File: src/rtl/apb_slave_regbank_pkg.sv
// ---------------------------------------------------------------------------
// apb_slave_regbank_pkg
// Shared definitions for the APB register-bank slave: register offsets,
// access-FSM state encoding, the default ID constant and the error decode
// applied when a setup phase is accepted.
// ---------------------------------------------------------------------------
package apb_slave_regbank_pkg;

    // Word offsets of the two read-only registers; 0..5 are read/write.
    localparam logic [2:0]  REG_CNT          = 3'd6;
    localparam logic [2:0]  REG_ID           = 3'd7;
    localparam int          NUM_RW_REGS      = 6;
    localparam logic [31:0] DEFAULT_ID_VALUE = 32'hA5B0_0001;

    typedef enum logic {
        IDLE   = 1'b0,
        ACCESS = 1'b1
    } apbState_e;

    // A transfer is rejected when the byte address is not word aligned or
    // when it tries to write one of the read-only registers.
    function automatic logic isBadAccess(input logic write, input logic [31:0] addr);
        return (addr[1:0] != 2'b00) ||
               (write && ((addr[4:2] == REG_CNT) || (addr[4:2] == REG_ID)));
    endfunction

endpackage

File: src/rtl/apb_slave_regbank_wait.sv
// ---------------------------------------------------------------------------
// apb_wait_ctrl
// Wait-state counter and registered ready generation for an APB completer.
// The counter is loaded when a setup phase is accepted and counts down while
// the access phase is held; ready rises on the edge where it reaches zero
// (or straight from setup when no wait states are configured).
//
// Ports:
//   clk_i       clock
//   rst_ni      asynchronous active-low reset
//   start_i     setup phase accepted this cycle
//   hold_i      access phase in progress with the slave still selected
//   clear_i     transfer completed or aborted; drop ready and the counter
//   ready_o     registered ready
//   readySet_o  ready will rise on the coming edge (lets the parent register
//               its response data in the same edge)
// ---------------------------------------------------------------------------
module apb_wait_ctrl #(
    parameter int WAIT_STATES = 2
) (
    input  logic clk_i,
    input  logic rst_ni,
    input  logic start_i,
    input  logic hold_i,
    input  logic clear_i,
    output logic ready_o,
    output logic readySet_o
);

    localparam logic [3:0] WAIT_LOAD = 4'(WAIT_STATES);

    logic [3:0] cnt_q, cnt_d;
    logic       ready_q, ready_d;

    // Clear has priority; start and hold cannot overlap because start only
    // happens from IDLE and hold only during ACCESS.
    always_comb begin
        cnt_d      = cnt_q;
        ready_d    = ready_q;
        readySet_o = 1'b0;
        if (clear_i) begin
            cnt_d   = 4'd0;
            ready_d = 1'b0;
        end else if (start_i) begin
            cnt_d = WAIT_LOAD;
            if (WAIT_LOAD == 4'd0) begin
                ready_d    = 1'b1;
                readySet_o = 1'b1;
            end
        end else if (hold_i && !ready_q) begin
            if (cnt_q <= 4'd1) begin
                cnt_d      = 4'd0;
                ready_d    = 1'b1;
                readySet_o = 1'b1;
            end else begin
                cnt_d = cnt_q - 4'd1;
            end
        end
    end

    always_ff @(posedge clk_i or negedge rst_ni) begin
        if (!rst_ni) begin
            cnt_q   <= 4'd0;
            ready_q <= 1'b0;
        end else begin
            cnt_q   <= cnt_d;
            ready_q <= ready_d;
        end
    end

    assign ready_o = ready_q;

endmodule

File: src/rtl/apb_slave_regbank.sv
// ---------------------------------------------------------------------------
// apb_slave_regbank
// APB completer with six read/write registers, a read-only count of
// completed non-error transfers (offset 6) and a read-only ID (offset 7).
// Inserts WAIT_STATES wait cycles per transfer; all outputs are registered.
//
// Ports:
//   Hclk     clock shared with the bridge
//   Hresetn  asynchronous active-low reset
//   Psel     one-hot slave select, only Psel[SEL_IDX] is used
//   Penable  access-phase strobe
//   Pwrite   1 = write, 0 = read
//   Paddr    byte address, Paddr[4:2] selects the register
//   Pwdata   write data
//   Pr_data  read data, non-zero only in the ready cycle of a good read
//   Pready   transfer completion
//   Pslverr  error response, valid with Pready
// ---------------------------------------------------------------------------
module apb_slave_regbank
    import apb_slave_regbank_pkg::*;
#(
    parameter int          SEL_IDX     = 0,
    parameter int          WAIT_STATES = 2,
    parameter logic [31:0] ID_VALUE    = DEFAULT_ID_VALUE
) (
    input  logic        Hclk,
    input  logic        Hresetn,
    input  logic [2:0]  Psel,
    input  logic        Penable,
    input  logic        Pwrite,
    input  logic [31:0] Paddr,
    input  logic [31:0] Pwdata,
    output logic [31:0] Pr_data,
    output logic        Pready,
    output logic        Pslverr
);

    apbState_e   state_q, state_d;
    logic        write_q, write_d;
    logic [2:0]  offset_q, offset_d;
    logic [31:0] wdata_q, wdata_d;
    logic        err_q, err_d;
    logic [31:0] prData_q, prData_d;
    logic        slverr_q, slverr_d;
    logic [31:0] regs_q [NUM_RW_REGS];
    logic [31:0] regs_d [NUM_RW_REGS];
    logic [31:0] xferCnt_q, xferCnt_d;

    logic        sel;
    logic        setup;
    logic        abort;
    logic        complete;
    logic        hold;
    logic        ready;
    logic        readySet;
    logic        curWrite;
    logic [2:0]  curOffset;
    logic        curErr;
    logic [31:0] readVal;
    logic        unusedBits;

    // Only the register offset bits and our own select bit are decoded.
    assign unusedBits = ^{Paddr[31:5], Psel};

    assign sel      = Psel[SEL_IDX];
    assign setup    = (state_q == IDLE) && sel && !Penable;
    assign hold     = (state_q == ACCESS) && sel;
    assign abort    = (state_q == ACCESS) && !sel;
    assign complete = hold && Penable && ready;

    apb_wait_ctrl #(
        .WAIT_STATES (WAIT_STATES)
    ) u_wait (
        .clk_i      (Hclk),
        .rst_ni     (Hresetn),
        .start_i    (setup),
        .hold_i     (hold),
        .clear_i    (complete || abort),
        .ready_o    (ready),
        .readySet_o (readySet)
    );

    // With zero wait states the response is registered on the setup edge,
    // so the transfer attributes come straight from the bus in that case.
    assign curWrite  = setup ? Pwrite                   : write_q;
    assign curOffset = setup ? Paddr[4:2]               : offset_q;
    assign curErr    = setup ? isBadAccess(Pwrite, Paddr) : err_q;

    // Read mux; the counter is sampled before this transfer's increment
    // because the increment happens on the later completion edge.
    always_comb begin
        readVal = 32'h0;
        if (curOffset == REG_ID) begin
            readVal = ID_VALUE;
        end else if (curOffset == REG_CNT) begin
            readVal = xferCnt_q;
        end else begin
            for (int i = 0; i < NUM_RW_REGS; i++) begin
                if (curOffset == 3'(i)) begin
                    readVal = regs_q[i];
                end
            end
        end
    end

    // Access FSM, transfer capture, response and register commit.
    always_comb begin
        state_d   = state_q;
        write_d   = write_q;
        offset_d  = offset_q;
        wdata_d   = wdata_q;
        err_d     = err_q;
        prData_d  = prData_q;
        slverr_d  = slverr_q;
        regs_d    = regs_q;
        xferCnt_d = xferCnt_q;

        case (state_q)
            IDLE: begin
                if (setup) begin
                    state_d  = ACCESS;
                    write_d  = Pwrite;
                    offset_d = Paddr[4:2];
                    wdata_d  = Pwdata;
                    err_d    = isBadAccess(Pwrite, Paddr);
                end
            end
            ACCESS: begin
                if (abort || complete) begin
                    state_d = IDLE;
                end
            end
            default: state_d = IDLE;
        endcase

        if (complete || abort) begin
            prData_d = 32'h0;
            slverr_d = 1'b0;
        end else if (readySet) begin
            prData_d = (!curWrite && !curErr) ? readVal : 32'h0;
            slverr_d = curErr;
        end

        if (complete && !err_q) begin
            xferCnt_d = xferCnt_q + 32'd1;
            if (write_q) begin
                for (int i = 0; i < NUM_RW_REGS; i++) begin
                    if (offset_q == 3'(i)) begin
                        regs_d[i] = wdata_q;
                    end
                end
            end
        end
    end

    always_ff @(posedge Hclk or negedge Hresetn) begin
        if (!Hresetn) begin
            state_q   <= IDLE;
            write_q   <= 1'b0;
            offset_q  <= 3'd0;
            wdata_q   <= 32'h0;
            err_q     <= 1'b0;
            prData_q  <= 32'h0;
            slverr_q  <= 1'b0;
            xferCnt_q <= 32'h0;
            for (int i = 0; i < NUM_RW_REGS; i++) begin
                regs_q[i] <= 32'h0;
            end
        end else begin
            state_q   <= state_d;
            write_q   <= write_d;
            offset_q  <= offset_d;
            wdata_q   <= wdata_d;
            err_q     <= err_d;
            prData_q  <= prData_d;
            slverr_q  <= slverr_d;
            xferCnt_q <= xferCnt_d;
            regs_q    <= regs_d;
        end
    end

    assign Pr_data = prData_q;
    assign Pready  = ready;
    assign Pslverr = slverr_q;

endmodule

File: config.mk
export PLATFORM = sky130hd
export DESIGN_NAME = apb_slave_regbank
export DESIGN_NICKNAME = d
export VERILOG_FILES = /design/src/rtl/apb_slave_regbank_pkg.sv /design/src/rtl/apb_slave_regbank_wait.sv /design/src/rtl/apb_slave_regbank.sv
export SDC_FILE = /design/constraint.sdc
export NUM_CORES = 1
export LEC_CHECK = 0
export CELL_PAD_IN_SITES_DETAIL_PLACEMENT = 0
export CELL_PAD_IN_SITES_GLOBAL_PLACEMENT = 1
export CORE_UTILIZATION = 48
export DETAILED_ROUTE_END_ITERATION = 12
export PLACE_DENSITY_LB_ADDON = 0.1
export SETUP_SLACK_MARGIN = 0.05
export SLEW_MARGIN = 20
export SYNTH_ARGS = -nofsm -noshare
export SYNTH_HDL_FRONTEND = slang
export SYNTH_SLANG_ARGS = --single-unit
File: constraint.sdc
create_clock -name Hclk -period 3.1 [get_ports Hclk]
set_input_delay 0.775 -clock Hclk [delete_from_list [all_inputs] [get_ports Hclk]]
set_output_delay 0.775 -clock Hclk [all_outputs]
set_load 0.02 [all_outputs]
Word level (Yosys, flattened, before mapping)
Index checks and enable logic that the tools add are counted.

storage, ports and cells
  flip-flop bits (word level) = 300

cells by class
  bitwise gates (word level) = 1
  multiplexer cells = 31
  equal/unequal tests = 15
  reductions and logical operators = 34
  magnitude comparators = 1
  add/subtract/negate cells = 2

operator list
  operator               number
  $mux 32                11
  $add 32x1->32 const B  1
  $eq 3x3->1 const B     8
  $reduce_and 3->1       7
  $mux 4                 4
  $mux 1                 14
  $eq 3x2->1 const B     4
  $logic_and 1x1->1      10
  $reduce_bool 2->1      4
  $eq 3x1->1 const B     2
  $logic_not 1->1        6
  $logic_not 3->1        2
  $le 4x1->1 const B     1
  $sub 4x1->4 const B    1
  $logic_or 1x1->1       3
  $mux 3                 1
  $reduce_bool 3->1      1
  $ne 2x1->1 const B     1
  $pmux 1 s2             1
  $reduce_and 2->1       1
  $not 1->1              1

Logic depth before layout (Yosys ltp)
  word-level depth = 16
  depth in mapped cells = 9

Hierarchy
From an unflattened synthesis, not the netlist that was laid out.

second synthesis, totals
  cell total of the unflattened synthesis = 1315
  area total of the unflattened synthesis = 14470.1 sq um

modules (own cells, without submodules)
  module             times used  cells each  area an instance (sq um)  seq. area each (sq um)
  apb_slave_regbank  1           1284        14163.6                   7382.1
  apb_wait_ctrl      1           31          306.5                     125.1

Worst setup path before layout
Ideal clock, no wire load.

  kind = in2reg
  start = input Penable
  end = register prData_q[10], in the netlist Pr_data[10]
  stages = 8
  path buffers = 3
  required time = 2974 ps
  data arrival time = 2381 ps
  path slack = 593 ps
  cell sequence = or3b_4 -> buf_6 -> a21boi_1 -> buf_4 -> buf_4 -> mux2i_1 -> o211ai_1 -> a221o_1

between the ends
  cells in the longest elaborated chain, start to end = 15
  elaborated cells on any way between the ends = 33
  those cells by class = 7 x eq/ne; 16 x mux; 10 x reduce/logical

ends and longest elaborated chain
  what                   line                      text
  from (decl)            apb_slave_regbank.sv:29   input logic Penable,
  $logic_not 1->1        apb_slave_regbank.sv:66   assign setup = (state_q == IDLE) && sel && !Penable;
  $logic_and 1x1->1      apb_slave_regbank.sv:66
  $mux 3                 n/a
  $logic_not 3->1        apb_slave_regbank.sv:99   if (curOffset == 3'(i)) begin
  $mux 32 (6 in series)  apb_slave_regbank.sv:99
  $mux 32                apb_slave_regbank.sv:95   end else if (curOffset == REG_CNT) begin
  $mux 32                apb_slave_regbank.sv:93   if (curOffset == REG_ID) begin
  $mux 32                apb_slave_regbank.sv:140  prData_d = (!curWrite && !curErr) ? readVal : 32'h0;
  $mux 32                apb_slave_regbank.sv:139  end else if (readySet) begin
  $mux 32                apb_slave_regbank.sv:136  if (complete || abort) begin
  to (signal assigned)   apb_slave_regbank.sv:175  prData_q <= prData_d;
  to (decl)              apb_slave_regbank.sv:43   logic [31:0] prData_q, prData_d;

Parallel ways exist; a longest one is shown, timed or not. The select of a mux whose other input is x is not followed.
A chain may end at the register's enable or synchronous reset.

Final worst setup path
  start = input Psel[0]
  end = register prData_q[25], in the netlist Pr_data[25]

between the ends
  cells in the longest elaborated chain, start to end = 15
  elaborated cells on any way between the ends = 38
  those cells by class = 7 x eq/ne; 17 x mux; 14 x reduce/logical

ends and longest elaborated chain
  what                             line                      text
  from (decl)                      apb_slave_regbank.sv:28   input logic [2:0] Psel,
  $logic_and 1x1->1 (2 in series)  apb_slave_regbank.sv:66
  $mux 3                           n/a
  $logic_not 3->1                  apb_slave_regbank.sv:99
  $mux 32 (6 in series)            apb_slave_regbank.sv:99
  $mux 32                          apb_slave_regbank.sv:95
  $mux 32                          apb_slave_regbank.sv:93
  $mux 32                          apb_slave_regbank.sv:140
  $mux 32                          apb_slave_regbank.sv:139
  $mux 32                          apb_slave_regbank.sv:136

Parallel ways exist; a longest one is shown, timed or not. The select of a mux whose other input is x is not followed.

==> flow_summary_export.csv <==
group,metric,value,unit
critical_path,critPathRequiredTime,3490,ps
synthesis,ys_ff_latch,300,
critical_path,cp_common_cell,"buf_4",
routing,wl,35600,um
synthesis,synthAdderAreaFrac,0.00275,
global_routing,grt.overflow.total,0,
routing,num_vias,9512,
final_layout,syn2layout_area_growth,22.2,%
cts,max-clock-path-buffers,3,
die,start_util,0.490,
critical_path,crit_family,"buffers and inverters",
sta,fin_tns_setup,0,ps
outcome,outcome,"complete, no violations",
cts,postCtsSetupBuffers,0,
global_routing,use_met3,0.0402,
global_routing,grtUsageTotal,0.258,
cts,tritoncts,"done",
final_layout,final_cells,1664,
sta,relSlewSlack,0.496,
synthesis,async_reset_ff_frac,1.00,
critical_path,end_kind,"register",
cts,cts.repair.resized,0,
sta,tightestPinTransition,756,ps
critical_path,cpMaxStageDelayCell,"or3b_4",
cts,cts.clk_slew.worst_paths,60,ps
synthesis,yosys.area_share.simple,0.111,
routing,detail-route-antenna-nets,0,
placed_design,port_buffers,75,
critical_path,reg2reg_depth,7,
synthesis,syn_inst,1148,
routing,route.detailed.drc,0,
global_routing,grt_util_met2,0.409,
placed_design,gp_congestion,0.809,
global_routing,grt_pass1_vias,9846,
critical_path,slowest_delay,510,ps
power,peakVddDrop,0.396,mV
sta,hold_viol,0,
synthesis,synthMuxAreaShare,0.190,
cts,clock_insertion_delay_worst_skew,520,ps
sta,period_share,0.838,
placed_design,dp_hpwl,23100,um
die,die_w,171,um
power,p_leak,7.97,nW
final_layout,nets,1338,
cts,htree_levels,2,
die,core_area,27900,um2
critical_path,worstPathMaxFanout,33,
global_routing,grt_pass1_wl,56700,um
cts,cts_root_buf,"clkbuf_16",
synthesis,syn_area,13600,um2
routing,viasPerCell,5.72,
synthesis,synth_xor_area_frac,0.0205,
global_routing,busiest_layer,"met2",
sta,layout_setup_ws,503,ps
critical_path,critical_path_class,"input port to register",
sta,hold_ws,304,ps
synthesis,synth_top_family_by_area,"multiplexers",
cts,cts_sinks,300,
critical_path,timing.rr.end,"Pr_data[25]",
critical_path,timing.critical_path.from,"Psel[0]",
critical_path,crit_buf_inv,3,
sta,max_freq,385,MHz
critical_path,cp_data_arrival_time,2990,ps
synthesis,yosysSeqAreaShare,0.550,
synthesis,synth_flop_cell,"dfrtp_1",
die,fp.dieH,171,um
critical_path,crit_chain,"clkdlybuf4s50_1, or3b_4, buf_4, o2bb2ai_2, buf_4, a21oi_1, nor3_1, a221o_1",
routing,drt_pass1_iterations,7,
die,num_rows,61,
placed_design,pre_cts_slack,1.22,ps
cts,cts-buffers-inserted,35,
routing,wl_per_cell,21.4,um
sta,maxSlewViolCount,0,
cts,cts_hold_buf,0,
critical_path,r2r-start,"state_q",
critical_path,start_kind,"input port",
sta,final.min_clock_period,2600,ps
synthesis,ys.warnings.count,0,
synthesis,synth_edf_count,0,
synthesis,synth_cell_type_count,60,
placed_design,dp.cells,1605,
global_routing,antenna_found_initial,0,
sta,rsz0062_at_grt,"no",
final_layout,antennaDiodeCount,0,
global_routing,use_met1,0.361,
global_routing,grt_max_degree,92,
synthesis,syn_area_per_cell,11.9,um2
critical_path,endpoint,"Pr_data[25]",
critical_path,r2r_setup_slack,650,ps
synthesis,syn_nets,1222,
flow_run,max-cap-violations,0,
routing,drtIter0Drc,557,
die,boundaryPins,105,
hold_path,hold_class,"input port to async pin",
sta,fin_skew,16.7,ps
final_layout,drive_above_1_share,0.270,
sta,setup_violations,0,
synthesis,synth_compound_area_frac,0.0953,
critical_path,cp_num_cells,8,
die,dieArea,29100,um2
power,powerDensity,616,nW/um2
-- layout by cell type (no fill, tap or decap), types with 29 or more instances in the layout --
cell / instances
a22oi_1: 29
clkbuf_16: 36
dfrtp_1: 300
mux2_2: 189
mux2i_1: 31
clkdlybuf4s50_1: 74
nand2_1: 149
buf_4: 50
nor2_1: 55
a21oi_1: 36
-- how the worst min path moves through the flow --
stage                   from            end  cells past startpoint
2_1_floorplan  xferCnt_q[31]  xferCnt_q[31]                      1
3_3_place_gp         Pslverr        Pslverr                      2
3_5_place_dp         Pslverr        Pslverr                      2
4_1_cts              Hresetn        Pslverr                      1
5_1_grt              Hresetn    regs_q[189]                      1
6_report             Hresetn    regs_q[189]                      1
-- synthesized netlist by cell type (3+ instances only) --
| cell type | instances | area (um2) |
|---|---|---|
| a21oi_1 | 36 | 180 |
| o211a_1 | 10 | 100 |
| xnor2_1 | 24 | 210 |
| a21o_1 | 4 | 30.0 |
| buf_4 | 3 | 22.5 |
| nor3_1 | 25 | 125 |
| o21ai_0 | 9 | 45.0 |
| nor3b_1 | 6 | 45.0 |
| nor3_2 | 4 | 40.0 |
| nand3b_1 | 4 | 30.0 |
| a41oi_1 | 3 | 26.3 |
| nand4_1 | 10 | 62.6 |
| o211ai_1 | 19 | 143 |
| and3_1 | 5 | 31.3 |
| a2bb2oi_1 | 6 | 52.6 |
| buf_6 | 5 | 56.3 |
| nor2b_1 | 4 | 25.0 |
| nand2b_1 | 3 | 18.8 |
| clkbuf_1 | 30 | 113 |
| nor2_1 | 56 | 210 |
| mux2_1 | 6 | 67.6 |
| a21boi_0 | 4 | 30.0 |
| buf_2 | 19 | 95.1 |
| nand3_1 | 13 | 65.1 |
| o221ai_1 | 18 | 158 |
| ha_1 | 3 | 37.5 |
| dfrtp_1 | 300 | 7510 |
| xor2_1 | 8 | 70.1 |
| a22oi_1 | 29 | 218 |
| mux2_4 | 4 | 60.1 |
| o22ai_1 | 4 | 25.0 |
| inv_1 | 16 | 60.1 |
| mux2i_1 | 32 | 320 |
| buf_1 | 16 | 60.1 |
| o2111ai_1 | 3 | 26.3 |
| or3_1 | 4 | 25.0 |
| o21ai_1 | 4 | 20.0 |
| mux2_2 | 189 | 2130 |
| nor4_1 | 20 | 125 |
| nand2_1 | 149 | 559 |
| a221o_1 | 18 | 180 |
-- routing by layer --
metal | up-vias | part of all wire
met5 | - | 0
met4 | 0 | 0.029
met3 | 74 | 0.049
met2 | 223 | 0.46
met1 | 4821 | 0.46
li1 | 4394 | -
-- kinds of logic after synthesis --
logic type | Yosys count
AOI/OAI and AO/OA | 175
muxes | 232
DFF | 300
and+or+nand+nor | 316
adders and majority gates | 3
xor gates and xnor gates | 32
buffers and inverters | 90
-- state kept, by name (all words and copies together) (netlist names) --
| register | cells |
|---|---|
| err_q | 1 |
| u_wait.ready_o | 1 |
| state_q | 1 |
| offset_q | 3 |
| write_q | 1 |
| Pslverr | 1 |
| xferCnt_q | 32 |
| u_wait.cnt_q | 4 |
| Pr_data | 32 |
| wdata_q | 32 |
| regs_q | 192 |
-- metrics by stage --
step / cell area, um2 / util / total power [mW]
2_1_floorplan: 13600 / - / 5.35
3_3_place_gp: 15500 / 0.557 / 6.14
3_5_place_dp: 15500 / 0.557 / 6.18
4_1_cts: 16700 / 0.599 / 10.4
5_1_grt: 16700 / 0.599 / 10.7
6_report: 16700 / 0.599 / 10.3
-- layout make-up --
type / count / area [um2]
inverter: 17 / 63.8
sequential: 300 / 7510
multi-input combinational: 758 / 5790
timing repair buffer: 152 / 1670
clock inverter: 16 / 204
clock buffer: 43 / 967
fill: 2337 / 11200
tap: 378 / 473
-- power by group --
group,leakage [nW],total (mW),internal (mW),switching (mW)
Combinational,3.27,1.59,0.691,0.899
Sequential,4.11,4.52,4.18,0.336
Clock,0.581,4.17,2.56,1.61
-- worst reg2reg max path, stage by stage, from the launching register on --
cell and delay [ps]:
dfrtp_1 520, or3b_4 580, buf_4 340, o2bb2ai_2 220, buf_4 210, a21oi_1 150
nor3_1 50, a221o_1 250
Note: power is estimated with default switching activity, not from simulation.
